===== src/rtl/mem_access_initiator.sv =====
// Load/store initiator for the ROM/RAM memory system: validates each request against the
// ROM and RAM windows, issues legal accesses for one cycle and returns data or an error.
module mem_access_initiator #(
  parameter int unsigned DATA_WIDTH   = 32,
  parameter int unsigned MEMORY_DEPTH = 64,
  parameter logic [31:0] ROM_BASE     = 32'h0040_0000,
  parameter logic [31:0] RAM_BASE     = 32'h1001_0000
) (
  input  logic                  clk,
  input  logic                  reset,
  input  logic                  req_valid_i,
  output logic                  req_ready_o,
  input  logic                  req_write_i,
  input  logic [DATA_WIDTH-1:0] req_addr_i,
  input  logic [DATA_WIDTH-1:0] req_wdata_i,
  output logic                  resp_valid_o,
  input  logic                  resp_ready_i,
  output logic [DATA_WIDTH-1:0] resp_rdata_o,
  output logic                  resp_error_o,
  output logic [31:0]           Instruction_Range_o,
  output logic [DATA_WIDTH-1:0] Address_o,
  output logic                  Write_Enable_o,
  output logic [DATA_WIDTH-1:0] Write_Data_o,
  input  logic [DATA_WIDTH-1:0] Instruction_i,
  output logic [15:0]           txn_count_o
);

  localparam int unsigned ExtW = DATA_WIDTH + 1;

  typedef enum logic [1:0] {StIdle, StIssue, StResp} state_e;

  state_e                state_q;
  logic                  req_ready_q;
  logic                  resp_valid_q;
  logic                  resp_error_q;
  logic [DATA_WIDTH-1:0] resp_rdata_q;
  logic [31:0]           range_q;
  logic [DATA_WIDTH-1:0] addr_q;
  logic                  we_q;
  logic [DATA_WIDTH-1:0] wdata_q;
  logic [15:0]           txn_q;
  logic                  load_ok_q;
  logic                  err_q;

  // One extra bit on the bounds so a window ending at the top of the space cannot wrap.
  logic [DATA_WIDTH:0] addr_ext, rom_lo, rom_hi, ram_lo, ram_hi;
  logic                rom_hit_d, ram_hit_d, err_d;

  always_comb begin
    addr_ext  = {1'b0, req_addr_i};
    rom_lo    = ExtW'(ROM_BASE);
    rom_hi    = rom_lo + ExtW'(4 * MEMORY_DEPTH);
    ram_lo    = ExtW'(RAM_BASE);
    ram_hi    = ram_lo + ExtW'(4 * MEMORY_DEPTH);
    rom_hit_d = (addr_ext >= rom_lo) && (addr_ext < rom_hi);
    ram_hit_d = (addr_ext >= ram_lo) && (addr_ext < ram_hi);
    err_d     = (req_addr_i[1:0] != 2'b00) || !(rom_hit_d || ram_hit_d) ||
                (rom_hit_d && req_write_i);
  end

  always_ff @(posedge clk) begin
    if (reset) begin
      state_q      <= StIdle;
      req_ready_q  <= 1'b1;
      resp_valid_q <= 1'b0;
      resp_error_q <= 1'b0;
      resp_rdata_q <= '0;
      range_q      <= RAM_BASE;
      addr_q       <= '0;
      we_q         <= 1'b0;
      wdata_q      <= '0;
      txn_q        <= '0;
      load_ok_q    <= 1'b0;
      err_q        <= 1'b0;
    end else begin
      unique case (state_q)
        StIdle: begin
          if (req_valid_i && req_ready_q) begin
            state_q     <= StIssue;
            req_ready_q <= 1'b0;
            err_q       <= err_d;
            load_ok_q   <= !err_d && !req_write_i;
            if (!err_d) begin
              range_q <= rom_hit_d ? ROM_BASE : RAM_BASE;
              addr_q  <= req_addr_i;
              if (req_write_i) begin
                we_q    <= 1'b1;
                wdata_q <= req_wdata_i;
              end
            end
          end
        end
        StIssue: begin
          state_q      <= StResp;
          we_q         <= 1'b0;
          wdata_q      <= '0;
          resp_valid_q <= 1'b1;
          resp_error_q <= err_q;
          resp_rdata_q <= load_ok_q ? Instruction_i : '0;
        end
        StResp: begin
          if (resp_ready_i) begin
            state_q      <= StIdle;
            resp_valid_q <= 1'b0;
            req_ready_q  <= 1'b1;
            txn_q        <= txn_q + 16'd1;
          end
        end
        default: state_q <= StIdle;
      endcase
    end
  end

  assign req_ready_o         = req_ready_q;
  assign resp_valid_o        = resp_valid_q;
  assign resp_error_o        = resp_error_q;
  assign resp_rdata_o        = resp_rdata_q;
  assign Instruction_Range_o = range_q;
  assign Address_o           = addr_q;
  // Gated by reset so a store aborted mid-ISSUE never reaches the RAM commit edge.
  assign Write_Enable_o      = we_q & ~reset;
  assign Write_Data_o        = wdata_q;
  assign txn_count_o         = txn_q;

endmodule


===== config.mk =====
export PLATFORM = sky130hd
export DESIGN_NAME = mem_access_initiator
export DESIGN_NICKNAME = d
export VERILOG_FILES = /design/src/rtl/mem_access_initiator.sv
export SDC_FILE = /design/constraint.sdc
export NUM_CORES = 1
export LEC_CHECK = 0
export BUFFER_PORTS_ARGS = -buffer_cell sky130_fd_sc_hd__buf_2
export CORE_MARGIN = 5
export CORE_UTILIZATION = 25
export CTS_CLUSTER_DIAMETER = 150
export CTS_CLUSTER_SIZE = 30
export DETAILED_ROUTE_END_ITERATION = 8
export GPL_TIMING_DRIVEN = 0
export SYNTH_ARGS = -nofsm -noshare
export SYNTH_HDL_FRONTEND = slang
export SYNTH_SLANG_ARGS = --single-unit

===== constraint.sdc =====
create_clock -name clk -period 1.6 [get_ports clk]
set_input_delay 0.08 -clock clk [delete_from_list [all_inputs] [get_ports clk]]
set_output_delay 0.08 -clock clk [all_outputs]
set_load 0.02 [all_outputs]

After elaboration in Yosys (flattened, before gate mapping)
Index checks and enable logic that the tools add are counted.

word-level totals
  bits in registers = 152
  bits of input ports = 101
  output and inout bits = 148
  logic and storage cells = 67

cells by class
  add/subtract/negate cells = 1
  magnitude comparators = 4
  equality and inequality tests = 6
  multiplexer cells = 18
  bitwise gates (word level) = 3
  reduce and logical (&&, ||, !) cells = 23

operators with widths
  cell                     number
  $mux W32                 4
  $pmux W32 S2             1
  $ge A32 B23 Y1 const B   1
  $ge A32 B29 Y1 const B   1
  $lt A32 B23 Y1 const B   1
  $lt A32 B29 Y1 const B   1
  $mux W29                 1
  $add A16 B1 Y16 const B  1
  $ne A2 B2 Y1 const B     4
  $reduce_and A2 Y1        4
  $reduce_bool A2 Y1       4
  $mux W1                  6
  $pmux W1 S2              3
  $pmux W2 S3              1
  $reduce_and A3 Y1        2
  $logic_and A1 B1 Y1      5
  $mux W2                  2
  $reduce_and A4 Y1        1
  $logic_not A1 Y1         3
  $logic_or A1 B1 Y1       3
  $eq A2 B1 Y1 const B     1
  $eq A2 B2 Y1 const B     1
  $logic_not A2 Y1         1
  $not A1 Y1               2
  $and A1 B1 Y1            1

Depth between registers and ports, before layout
Gate-level depths: netlist of the first run.

  depth in word-level cells = 9
  gate-level depth with buffers = 7

Least setup slack after synthesis of the first run
Ideal clock, no wire load.

  path kind = register to register
  start = reg txn_q[3], in the netlist txn_count_o[3]
  end = reg txn_q[14], in the netlist txn_count_o[14]
  library setup time = 0.070 ns
  arrival time = 1.545 ns
  data required time = 1.530 ns
  setup slack = -0.015 ns
  stages on the path, launching flop included = 5
  period minus slack after synthesis = 1.615 ns
  cells stage by stage = dfxtp_1 and3_2 nand4_4 or4_1 a21oi_1

between the ends
  cells in the longest elaborated chain, start to end = 1

RTL lines
  what                    RTL line  text
  from (decl)             41        logic [15:0] txn_q;
  from (signal assigned)  106       txn_q <= txn_q + 16'd1;
  $add A16 B1 Y16         106

No other way between the ends.
A chain may end at the register's enable or synchronous reset.

Worst setup path in the final report of the first run
  start = reg state_q[0]
  end = reg txn_q[15], in the netlist txn_count_o[15]

between the ends
  cells in the longest elaborated chain, start to end = 2

RTL lines
  what                                RTL line  text
  from (decl)                         32        state_e state_q;
  from (signal assigned)              63        state_q <= StIdle;
  from (signal assigned)              79        state_q <= StIssue;
  from (signal assigned)              94        state_q <= StResp;
  $eq A2 B2 Y1                        76        unique case (state_q)
  $reduce_and A2 Y1 (no source line)  -

No other way between the ends.

==> results by group, run 1 <==
Floorplanning
  – Die X: 150 microns
  – Cell Rows: 51
  – Die Footprint: 22,500 sq um
  – Core footprint: 19,400 sq um
  – Boundary Pins: 249
  – Die height: 150 microns
  – Starting Density: 25.3%

Drt
  – Vias: 4,824
  – DRT iter0 DRCs: 155
  – Vias per cell: 4.40
  – Total Wirelength: 16,700 microns
  – DR DRC count: 0
  – Post-route ant nets: 0
  – Routed len/inst: 15.2 microns
  – First-pass DRT Iterations: 4

Clock tree
  – Clock tree buffer depth: 2
  – Clock tree from TritonCTS: yes
  – Root Driver: clkbuf_16
  – Cts bufs inserted: 17
  – CTS clk-pin slew, worst paths: 0.06 ns
  – CTS Sinks: 122
  – H-tree depth: 4
  – Worst skew pair latency: 0.41 ns

STA
  – Final Hold Viols: 0
  – RSZ-0062 raised after global routing: true
  – Fin. max-slew vios: 0
  – Post-route clock skew: 0.00662 ns
  – Final min period: 1.56 ns
  – Slew @ Worst Pin: 0.772 ns
  – Final setup margin: 0.0379 ns
  – Tcrit/Tclk final: 97.6%
  – Slew HR: 48.4%
  – Fmax: 0.640 GHz
  – Setup Viol. Count Final: 0

Final layout
  – Area growth syn-to-layout: 61.6%
  – Final core occ: 40.9%
  – Final std cells w/o fill: 1,097
  – Nets: 920
  – Share of layout cells above drive strength 1: 41.6%

Setup path
  – WP data required: 1.94 ns
  – Largest stage delay on the critical path: 0.48 ns
  – Slowest-stage cell, CP: or4_1
  – R2r setup slk: 0.04 ns
  – Crit end category: flop
  – CP Cell Sequence: and3b_2 -> buf_8 -> nand3_4 -> or4_1 -> a21oi_1
  – Crit Path Max Fanout: 10
  – Startpoint types: flop
  – CP top delay family: simple AND/OR/NAND/NOR gates
  – CP Buf/Inv Count: 1
  – WS Path Type: reg -> reg
  – Critical Path AT: 1.90 ns

Power and ir drop
  – Cell area power density: 990 nW/um^2
  – Logic pwr share: 8.0%
  – Maximum VDD drop: 614 uV
  – NetSw: 1760 uW
  – Leak Pwr: 0.00359 uW
  – Clk pwr share: 53.0%
  – Pint: 6090 uW
  – Sequential Power Share: 39.0%
  – Sw Share: 22.4%

Run status
  – Status: finished clean

Placement
  – DP Cell Count: 992
  – Port bufs: 219
  – Pre-CTS WS: -0.511 ns
  – Routability congestion estimate: 0.764
  – DP HPWL: 11,800 microns

Yosys
  – Compound-Gate Fraction of Synth Area: 20.5%
  – Post-synthesis simple-gate area fraction: 18.6%
  – Yosys cell types: 50
  – Post-Synth XOR/XNOR Area: 1.43%
  – Synth Area in Adders: 0.255%
  – Mux contribution to synthesized area: 0.408%
  – Seq/Total Area, Yosys: 49.7%
  – Synth Instances: 480
  – Largest family of logic cells by synthesized area: compound AO/OA/AOI/OAI gates
  – Synth Register Bits: 122
  – Mean area per synthesized cell: 10.2 sq um
  – Synthesized area: 4910 sq um
  – Synth warnings: 0

GRT
  – Global-route wire length before repair: 25,800 microns
  – Number of global-route vias before repair: 4,899
  – Initial antenna violation count: 1
  – Largest net degree at the start of global routing: 17
  – Global Route Usage Sum: 14.6%
  – Total grt overflow: 0

Flow run
  – Max-cap violations: 0

Min path
  – HP Class: in -> reg
per-layer routing:
| layer | global-route usage, % | wire length, microns | vias to the layer above |
|---|---|---|---|
| li1 | - | - | 2408 |
| met4 | 5.99 | 245 | 0 |
| met2 | 24.0 | 8170 | 165 |
| met3 | 4.09 | 986 | 18 |
| met1 | 17.9 | 7260 | 2233 |
| met5 | 0 | 0 | - |
per-stage QoR:
stage,total power (uW),TNS [ns],instance area [sq um],hold slack (ns)
finish,7860,0,7940,0.0595
global route,8150,-0.00159,7940,0.0755
CTS,7950,0,7840,0.0303
detailed placement,3580,-33.81,6440,0.293
global placement,3580,-34.41,6440,0.289
floorplan,3380,0,5020,0.205
timing repair:
item / in CTS / in global routing
endpoints found under the hold margin: 71 / 0
pin swaps: 0 / 2
hold buffers: 71 / 0
setup buffers: 0 / 3
resized for setup: 17 / 26
endpoints found under the setup margin: 86 / 80
kinds of logic (layout without fill, tap and decap cells):
| kind of cell | after synthesis | after routing |
|---|---|---|
| mux | 2 | 2 |
| compound gates | 134 | 134 |
| flops | 122 | 122 |
| xor+xnor | 8 | 8 |
| buf+inv | 75 | 398 |
| fa+ha+maj | 1 | 1 |
| other cells | 1 | 30 |
| simple gates | 137 | 137 |
power groups by stage:
stage | Combinational, uW | Clock (uW) | Sequential (uW)
after global routing | 681 | 4410 | 3060
final | 627 | 4160 | 3060
after global placement | 454 | 0 | 3130
after floorplan | 249 | 0 | 3130
after CTS | 600 | 4290 | 3060
after detailed placement | 453 | 0 | 3130
flip-flops by register name, summed over array words and instances (netlist names):
name / flops
txn_count_o: 16
Write_Data_o: 32
resp_error_o: 1
load_ok_q: 1
state_q: 2
req_ready_o: 1
Instruction_Range_o: 2
Address_o: 32
we_q: 1
err_q: 1
resp_rdata_o: 32
resp_valid_o: 1
layout by cell type (no fill, tap or decap), types with 4 or more instances in the layout:
cell type | synthesis | routed
and2_1 | 24 | 24
clkbuf_16 | 0 | 17
o31ai_1 | 42 | 41
a21oi_1 | 14 | 14
a21boi_1 | 32 | 32
clkbuf_1 | 19 | 10
xor2_1 | 7 | 7
nand2b_1 | 5 | 5
bufinv_16 | 0 | 4
or4_1 | 5 | 5
nor4_2 | 4 | 4
buf_2 | 21 | 234
clkbuf_2 | 0 | 4
dfxtp_2 | 0 | 4
buf_4 | 31 | 39
conb_1 | 1 | 29
dfxtp_1 | 122 | 118
nand2_1 | 9 | 9
nor2_1 | 17 | 16
nand4_1 | 45 | 45
dlygate4sd3_1 | 0 | 71
o22ai_1 | 4 | 4
a22o_1 | 32 | 32
area by class of cell:
class	instances	area (sq um)
Multi-Input combinational cell	311	2200
Tap cell	265	332
Clock inverter	13	190
Fill cell	1958	11500
Sequential cell	122	2450
Inverter	1	3.75
Antenna cell	1	2.50
Buffer	72	463
Clock buffer	19	453
Timing Repair Buffer	293	1840
Yosys cell counts (all sizes together):
master    n  area (sq um)
a21boi   32           240
a21oi    14          70.1
a22o     32           280
a31oi     2          18.8
and2     24           150
and3      4          26.3
and3b     4          36.3
and4      1          8.76
and4bb    1          12.5
buf      55           364
clkbuf   19          71.3
conb      1          3.75
dfxtp   122          2440
ha        1          12.5
inv       1          3.75
mux2i     2          20.0
nand2     9          33.8
nand2b    5          31.3
nand3     4          37.5
nand4    47           315
nor2     17          63.8
nor2b     2          12.5
nor3      2          10.0
nor3b     1          7.51
nor4      6          92.6
nor4b     1          15.0
o21a      2          16.3
o21ai     4          23.8
o22a      1          8.76
o22ai     4          25.0
o31ai    42           315
o32ai     1          8.76
or2       1          6.26
or3       3          18.8
or4       5          37.5
xnor2     1          8.76
xor2      7          61.3
path summary, 6_finish.rpt:
check                                   start              end  cells past startpoint
worst min-delay path              req_write_i        load_ok_q                      3
worst max register to register     state_q[0]  txn_count_o[15]                      5
worst min register to register  Address_o[15]    Address_o[15]                      1
worst max-delay path               state_q[0]  txn_count_o[15]                      5
worst min-delay path, delay by kind of cell:
family                 cells  cell delay, ns
and+or+nand+nor            1            0.13
AOI/OAI and AO/OA          1            0.06
buffers and inverters      1            0.15
Power figures use the tool's default switching activity.
==> run 2, diff against run 1 <==
==> constraint.sdc (replaced) <==
create_clock -name clk -period 1.6 [get_ports clk]
set_input_delay 0.32 -clock clk [delete_from_list [all_inputs] [get_ports clk]]
set_output_delay 0.32 -clock clk [all_outputs]
set_load 0.02 [all_outputs]
==> run 2 against run 1 <==
Sequential cell count unchanged. Sequential share of layout area increased by 2.8 points. Count of clock-buffer cells in the layout unchanged. Register-to-register slack about the same. Final cell count decreased by 6.4%. Die area unchanged. First-iteration DRC count decreased by 7.7%. Critical path type unchanged. Largest power group unchanged.
==> results by group, run 2 (synthesis gave the netlist of run 1 again) <==
Clock tree
  – Clock tree buffer depth: 2 (unchanged)
  – CTS Sinks: 122 (unchanged)
  – Cts bufs inserted: 17 (unchanged)
  – Clock tree from TritonCTS: yes
  – H-tree depth: 4 (unchanged)
  – Worst skew pair latency: 0.41 ns (about the same)
  – Root Driver: clkbuf_16
  – CTS clk-pin slew, worst paths: 0.06 ns (about the same)
  – Hold Buf Count CTS: 0 (-100%)

Setup path
  – CP Cell Sequence: and3b_2 -> buf_8 -> nand3_4 -> or4_1 -> a21oi_1
  – WS Path Type: reg -> reg
  – Stages on worst setup path: 5 (unchanged)
  – Crit end category: flop
  – CP Buf/Inv Count: 1 (unchanged)
  – Startpoint types: flop
  – Slowest-stage cell, CP: or4_1
  – Worst Reg-to-Reg Cells: 5 (unchanged)
  – Largest stage delay on the critical path: 0.48 ns (about the same)
  – WP data required: 1.94 ns (about the same)
  – Critical Path AT: 1.90 ns (about the same)
  – Crit Path Max Fanout: 10 (unchanged)
  – CP top delay family: simple AND/OR/NAND/NOR gates

Floorplanning
  – Die X: 150 microns (unchanged)
  – Core footprint: 19,400 sq um (unchanged)
  – Cell Rows: 51 (unchanged)
  – Boundary Pins: 249 (unchanged)
  – Die height: 150 microns (unchanged)
  – Die Footprint: 22,500 sq um (unchanged)
  – Starting Density: 25.3% (unchanged)

Placement
  – Routability congestion estimate: 0.764 (unchanged)
  – Pre-CTS WS: -0.511 ns (unchanged)
  – DP HPWL: 11,800 microns (unchanged)
  – Port bufs: 219 (unchanged)
  – DP Cell Count: 992 (unchanged)

Drt
  – Vias: 4,561 (-5.5%)
  – First-pass DRT Iterations: 4 (unchanged)
  – Routed len/inst: 15.5 microns (+2.2%)
  – Post-route ant nets: 0 (unchanged)
  – DRT iter0 DRCs: 143 (-7.7%)
  – DR DRC count: 0 (unchanged)
  – Vias per cell: 4.44 (+0.99%)
  – Total Wirelength: 15,900 microns (-4.3%)

Power and ir drop
  – Pint: 5990 uW (-1.7%)
  – Pwr Total: 7730 uW (-1.7%)
  – Clk pwr share: 53.8% (+0.8 points)
  – Cell area power density: 1060 nW/um^2 (+7.1%)
  – Sequential Power Share: 39.7% (+0.7 points)
  – Logic pwr share: 6.5% (-1.5 points)
  – Leak Pwr: 0.00332 uW (-7.4%)
  – Maximum VDD drop: 609 uV (-0.71%)
  – Sw Share: 22.5% (+0.050 points)
  – NetSw: 1740 uW (-1.4%)

STA
  – Fmax: 0.642 GHz (+0.24%)
  – Final min period: 1.56 ns (-0.00371 ns)
  – RSZ-0062 raised after global routing: true
  – Post-route clock skew: 0.00633 ns (-0.000288 ns)
  – Setup Viol. Count Final: 0 (unchanged)
  – Slew HR: 64.6% (+16 points)
  – Final setup margin: 0.0416 ns (+0.00371 ns)
  – Fin. max-slew vios: 0 (unchanged)
  – Tcrit/Tclk final: 97.4% (-0.23 points)
  – Slew @ Worst Pin: 0.529 ns (-0.243 ns)
  – Final Hold Viols: 0 (unchanged)

GRT
  – Initial antenna violation count: 0 (-1)
  – Number of global-route vias before repair: 4,428 (-9.6%)
  – Largest net degree at the start of global routing: 17 (unchanged)
  – Global Route Usage Sum: 13.6% (-0.96 points)
  – Total grt overflow: 0 (unchanged)
  – Global-route wire length before repair: 23,900 microns (-7.3%)

Min path
  – HP Class: in -> reg
  – WHS Path Cells: 2 (-1)

Final layout
  – Nets: 851 (-7.5%)
  – Commonest non-fill, non-tap cells in the layout: buf_2 (233), dfxtp_1 (118), nand4_1 (45), buf_4 (42), o31ai_1 (42)
  – Area growth syn-to-layout: 48.3%
  – Share of layout cells above drive strength 1: 46.1% (+4.4 points)
  – Most common cell after layout, fill and taps aside: buf_2
  – Final std cells w/o fill: 1,027 (-6.4%)
  – Diodes inserted: 0 (-1)

Run status
  – Status: finished clean

Flow run
  – Max-cap violations: 0 (unchanged)
==> run 2: changes by cell type in the layout (fill, tap and decap cells not counted), moves of 3 or more <==
cell | previous run | this run
dlygate4sd3_1 | 71 | 0
clkbuf_1 | 10 | 7
clkbuf_2 | 4 | 7
buf_4 | 39 | 42
nor4_2 | 4 | 0
nor4_4 | 2 | 6
==> run 2: timing repair <==
item | in CTS | in global routing
pin swaps | 0 | 3
setup buffers | 0 | 5
cloned | 0 | 0
endpoints found under the setup margin | 86 | 87
gates resized for setup | 17 | 39
==> run 2: power groups by stage <==
stage	combinational [uW]	clock [uW]	sequential (uW)
final	503	4160	3060
after global placement	454	0	3130
after detailed placement	453	0	3130
after floorplan	249	0	3130
after global routing	548	4410	3060
after CTS	463	4290	3060
==> run 2: metrics by stage <==
step	TNS, ns	instance area, sq um	util [%]	hold slack (ns)
3_3_place_gp	-43.19	6440	33.2	0.439
2_1_floorplan	0	5020	-	0.428
3_5_place_dp	-42.58	6440	33.2	0.441
4_1_cts	0	7130	36.7	0.0880
5_1_grt	-0.00171	7280	37.6	0.0936
6_report	0	7280	37.6	0.116
==> run 2: path summary, 6_finish.rpt <==
check,from,end,slack [ns]
max,state_q[0],txn_count_o[15],0.04
min,Instruction_i[20],resp_rdata_o[20],0.12
min reg2reg,Address_o[15],Address_o[15],0.45
max reg2reg,state_q[0],txn_count_o[15],0.04
==> run 2: worst reg2reg max path: cells and delay by family (launching register included) <==
kind                   cells  cell delay (ns)
and+or+nand+nor            3             0.87
DFF                        1             0.33
buffers and inverters      1             0.15
AOI/OAI and AO/OA          1             0.15
==> run 2: per-layer routing <==
layer	up-vias	part of all wire [%]	GRT usage, %
met1	2130	45	17.3
met3	14	6.2	4.15
li1	2269	-	-
met5	-	0	0
met2	148	48	21.8
met4	0	1.4	5.12
==> run 2: cell type report <==
type | instances | area (sq um)
buffer | 72 | 469
clock buffer | 19 | 453
clock inverter | 13 | 190
fill | 2019 | 12100
inverter | 1 | 3.75
multi-input combinational | 311 | 2240
sequential | 122 | 2450
tap | 265 | 332
timing repair buffer | 224 | 1150
==> run 3, diff against run 2 <==
--- a/config.mk
+++ b/config.mk
@@ -6,6 +6,7 @@
 export NUM_CORES = 1
 export LEC_CHECK = 0
 export BUFFER_PORTS_ARGS = -buffer_cell sky130_fd_sc_hd__buf_2
+export CORE_ASPECT_RATIO = 1.25
 export CORE_MARGIN = 5
 export CORE_UTILIZATION = 25
 export CTS_CLUSTER_DIAMETER = 150
==> run 3 against run 2 <==
Utilization down 0.36 points. Combinational power down 1%. Setup slack better by 0.0033 ns. Maximum frequency up 0.21%. Count of clock-buffer cells in the layout up 4. Clock power down 14%. Wire length up 1.3%. Die area about the same. First-iteration DRC count up 3.5%. Clock skew up 0.0023 ns. Non-clock buffer count up 2. Highest routed layer is now met5.
==> results by group, run 3 (synthesis gave the netlist of run 1 again) <==
Run status
  – Status: finished clean

Clock tree
  – Root Driver: clkbuf_16
  – CTS clk-pin slew, worst paths: 0.06 ns (about the same)
  – Clock tree from TritonCTS: yes
  – Clock tree buffer depth: 2 (unchanged)
  – Worst skew pair latency: 0.41 ns (about the same)
  – CTS Sinks: 122 (unchanged)
  – H-tree depth: 4 (unchanged)
  – Hold Buf Count CTS: 0 (unchanged)
  – Cts bufs inserted: 17 (unchanged)

Final layout
  – Final std cells w/o fill: 1,028 (+0.097%)
  – Final core occ: 37.2% (-0.36 points)
  – Diodes inserted: 0 (unchanged)
  – Most common cell after layout, fill and taps aside: buf_2
  – Nets: 853 (+0.24%)
  – FILL cells: 2,056 (+1.8%)
  – Share of layout cells above drive strength 1: 46.5% (+0.46 points)
  – Commonest non-fill, non-tap cells in the layout: buf_2 (236), dfxtp_1 (116), nand4_1 (45), o31ai_1 (42), buf_4 (40)
  – Area growth syn-to-layout: 46.9%

Drt
  – First-pass DRT Iterations: 4 (unchanged)
  – Routed len/inst: 15.7 microns (+1.2%)
  – Total Wirelength: 16,100 microns (+1.3%)
  – DRT iter0 DRCs: 148 (+3.5%)
  – Post-route ant nets: 0 (unchanged)
  – Vias: 4,545 (-0.35%)
  – DR DRC count: 0 (unchanged)
  – Vias per cell: 4.42 (-0.45%)

Power and ir drop
  – Maximum VDD drop: 668 uV (+9.6%)
  – Cell area power density: 991 nW/um^2 (-6.6%)
  – Leak Pwr: 0.00330 uW (-0.78%)

Setup path
  – Startpoint types: flop
  – Slowest-stage cell, CP: or4_1
  – Critical Path AT: 1.89 ns (about the same)
  – Worst Reg-to-Reg Cells: 4 (-1)
  – WP data required: 1.93 ns (about the same)
  – WS Path Type: reg -> reg
  – R2r setup slk: 0.04 ns (about the same)
  – CP Cell Sequence: and4bb_4 -> o21ai_2 -> or4_1 -> a21oi_1
  – Largest stage delay on the critical path: 0.45 ns (-0.03 ns)
  – Crit Path Max Fanout: 8 (-2)
  – Crit end category: flop

STA
  – Final min period: 1.56 ns (-0.00329 ns)
  – Slew @ Worst Pin: 0.573 ns (+0.0437 ns)
  – Tcrit/Tclk final: 97.2% (-0.21 points)
  – Final setup margin: 0.0449 ns (+0.00329 ns)
  – Fin. max-slew vios: 0 (unchanged)
  – Slew HR: 61.8% (-2.8 points)
  – Setup Viol. Count Final: 0 (unchanged)
  – Final Hold Viols: 0 (unchanged)
  – RSZ-0062 raised after global routing: true
  – Fmax: 0.643 GHz (+0.21%)
  – Post-route clock skew: 0.00868 ns (+0.00235 ns)
  – Hold_ws: 0.122 ns (+0.00630 ns)
  – Post-route setup TNS: 0 ns (unchanged)

Flow run
  – Max-cap violations: 0 (unchanged)

Placement
  – Pre-CTS WS: -0.530 ns (-0.0188 ns)
  – DP Cell Count: 992 (unchanged)
  – DP HPWL: 12,000 microns (+1.4%)
  – Port bufs: 219 (unchanged)
  – Routability congestion estimate: 0.775 (+1.4%)

GRT
  – Total grt overflow: 0 (unchanged)
  – Global Route Usage Sum: 13.9% (+0.35 points)
  – Initial antenna violation count: 1 (+1)
  – Global-route wire length before repair: 24,700 microns (+3.2%)
  – Number of global-route vias before repair: 4,427 (-0.023%)
  – Largest net degree at the start of global routing: 17 (unchanged)

Floorplanning
  – Die X: 135 microns (-9.9%)
  – Die Footprint: 22,600 sq um (about the same)
  – Die height: 167 microns (+11%)
  – Boundary Pins: 249 (unchanged)
  – Core footprint: 19,400 sq um (unchanged)
  – Cell Rows: 57 (+12%)
  – Starting Density: 25.3% (unchanged)

Min path
  – WHS Path Cells: 2 (unchanged)
  – HP Class: in -> reg
==> run 3: critical path: cells and delay by family, from the launching register on <==
kind	cells	cell delay [ns]
DFF	1	0.33
and+or+nand+nor	2	0.83
AOI/OAI and AO/OA	2	0.32
==> run 3: power by group <==
part / switching, uW / internal [uW]
Clock: 1350 / 2240
Sequential: 10.4 / 3050
Combinational: 274 / 225
==> run 3: repair_timing <==
item                       4_1_cts  5_1_grt
gates resized for setup         16       39
hold endpoints to repair         0        0
setup endpoints to repair       86       98
pin swaps                        0        3
buffers inserted                 0        7
cloned                           0        0
==> run 3: worst paths after layout <==
check | start | endpoint
max | state_q[0] | load_ok_q
min | Instruction_i[3] | resp_rdata_o[3]
max reg2reg | state_q[0] | load_ok_q
min reg2reg | Address_o[31] | Address_o[31]
==> run 3: routing by layer <==
| layer | vias to the layer above | global-route usage (%) | share of wire (%) |
|---|---|---|---|
| met5 | - | 0 | 0.081 |
| met4 | 2 | 5.61 | 2.3 |
| met3 | 20 | 4.10 | 5.7 |
| met2 | 148 | 22.6 | 49 |
| met1 | 2107 | 17.3 | 43 |
| li1 | 2268 | - | - |
==> run 3: layout make-up <==
type | count | area (sq um) | share of cell area (%)
multi-input combinational | 311 | 2260 | 31.3
inverter | 1 | 3.75 | 0.0520
clock buffer | 23 | 478 | 6.63
timing repair buffer | 226 | 1160 | 16.1
tap | 265 | 332 | 4.60
buffer | 72 | 459 | 6.36
sequential | 122 | 2450 | 34.0
clock inverter | 8 | 70.1 | 0.971
==> run 3: per-stage QoR <==
step	instance area, sq um	total power, uW
after floorplan	5020	3380
after global placement	6440	3590
after detailed placement	6440	3590
after global routing	7210	7440
final	7210	7150
after CTS	7030	7220
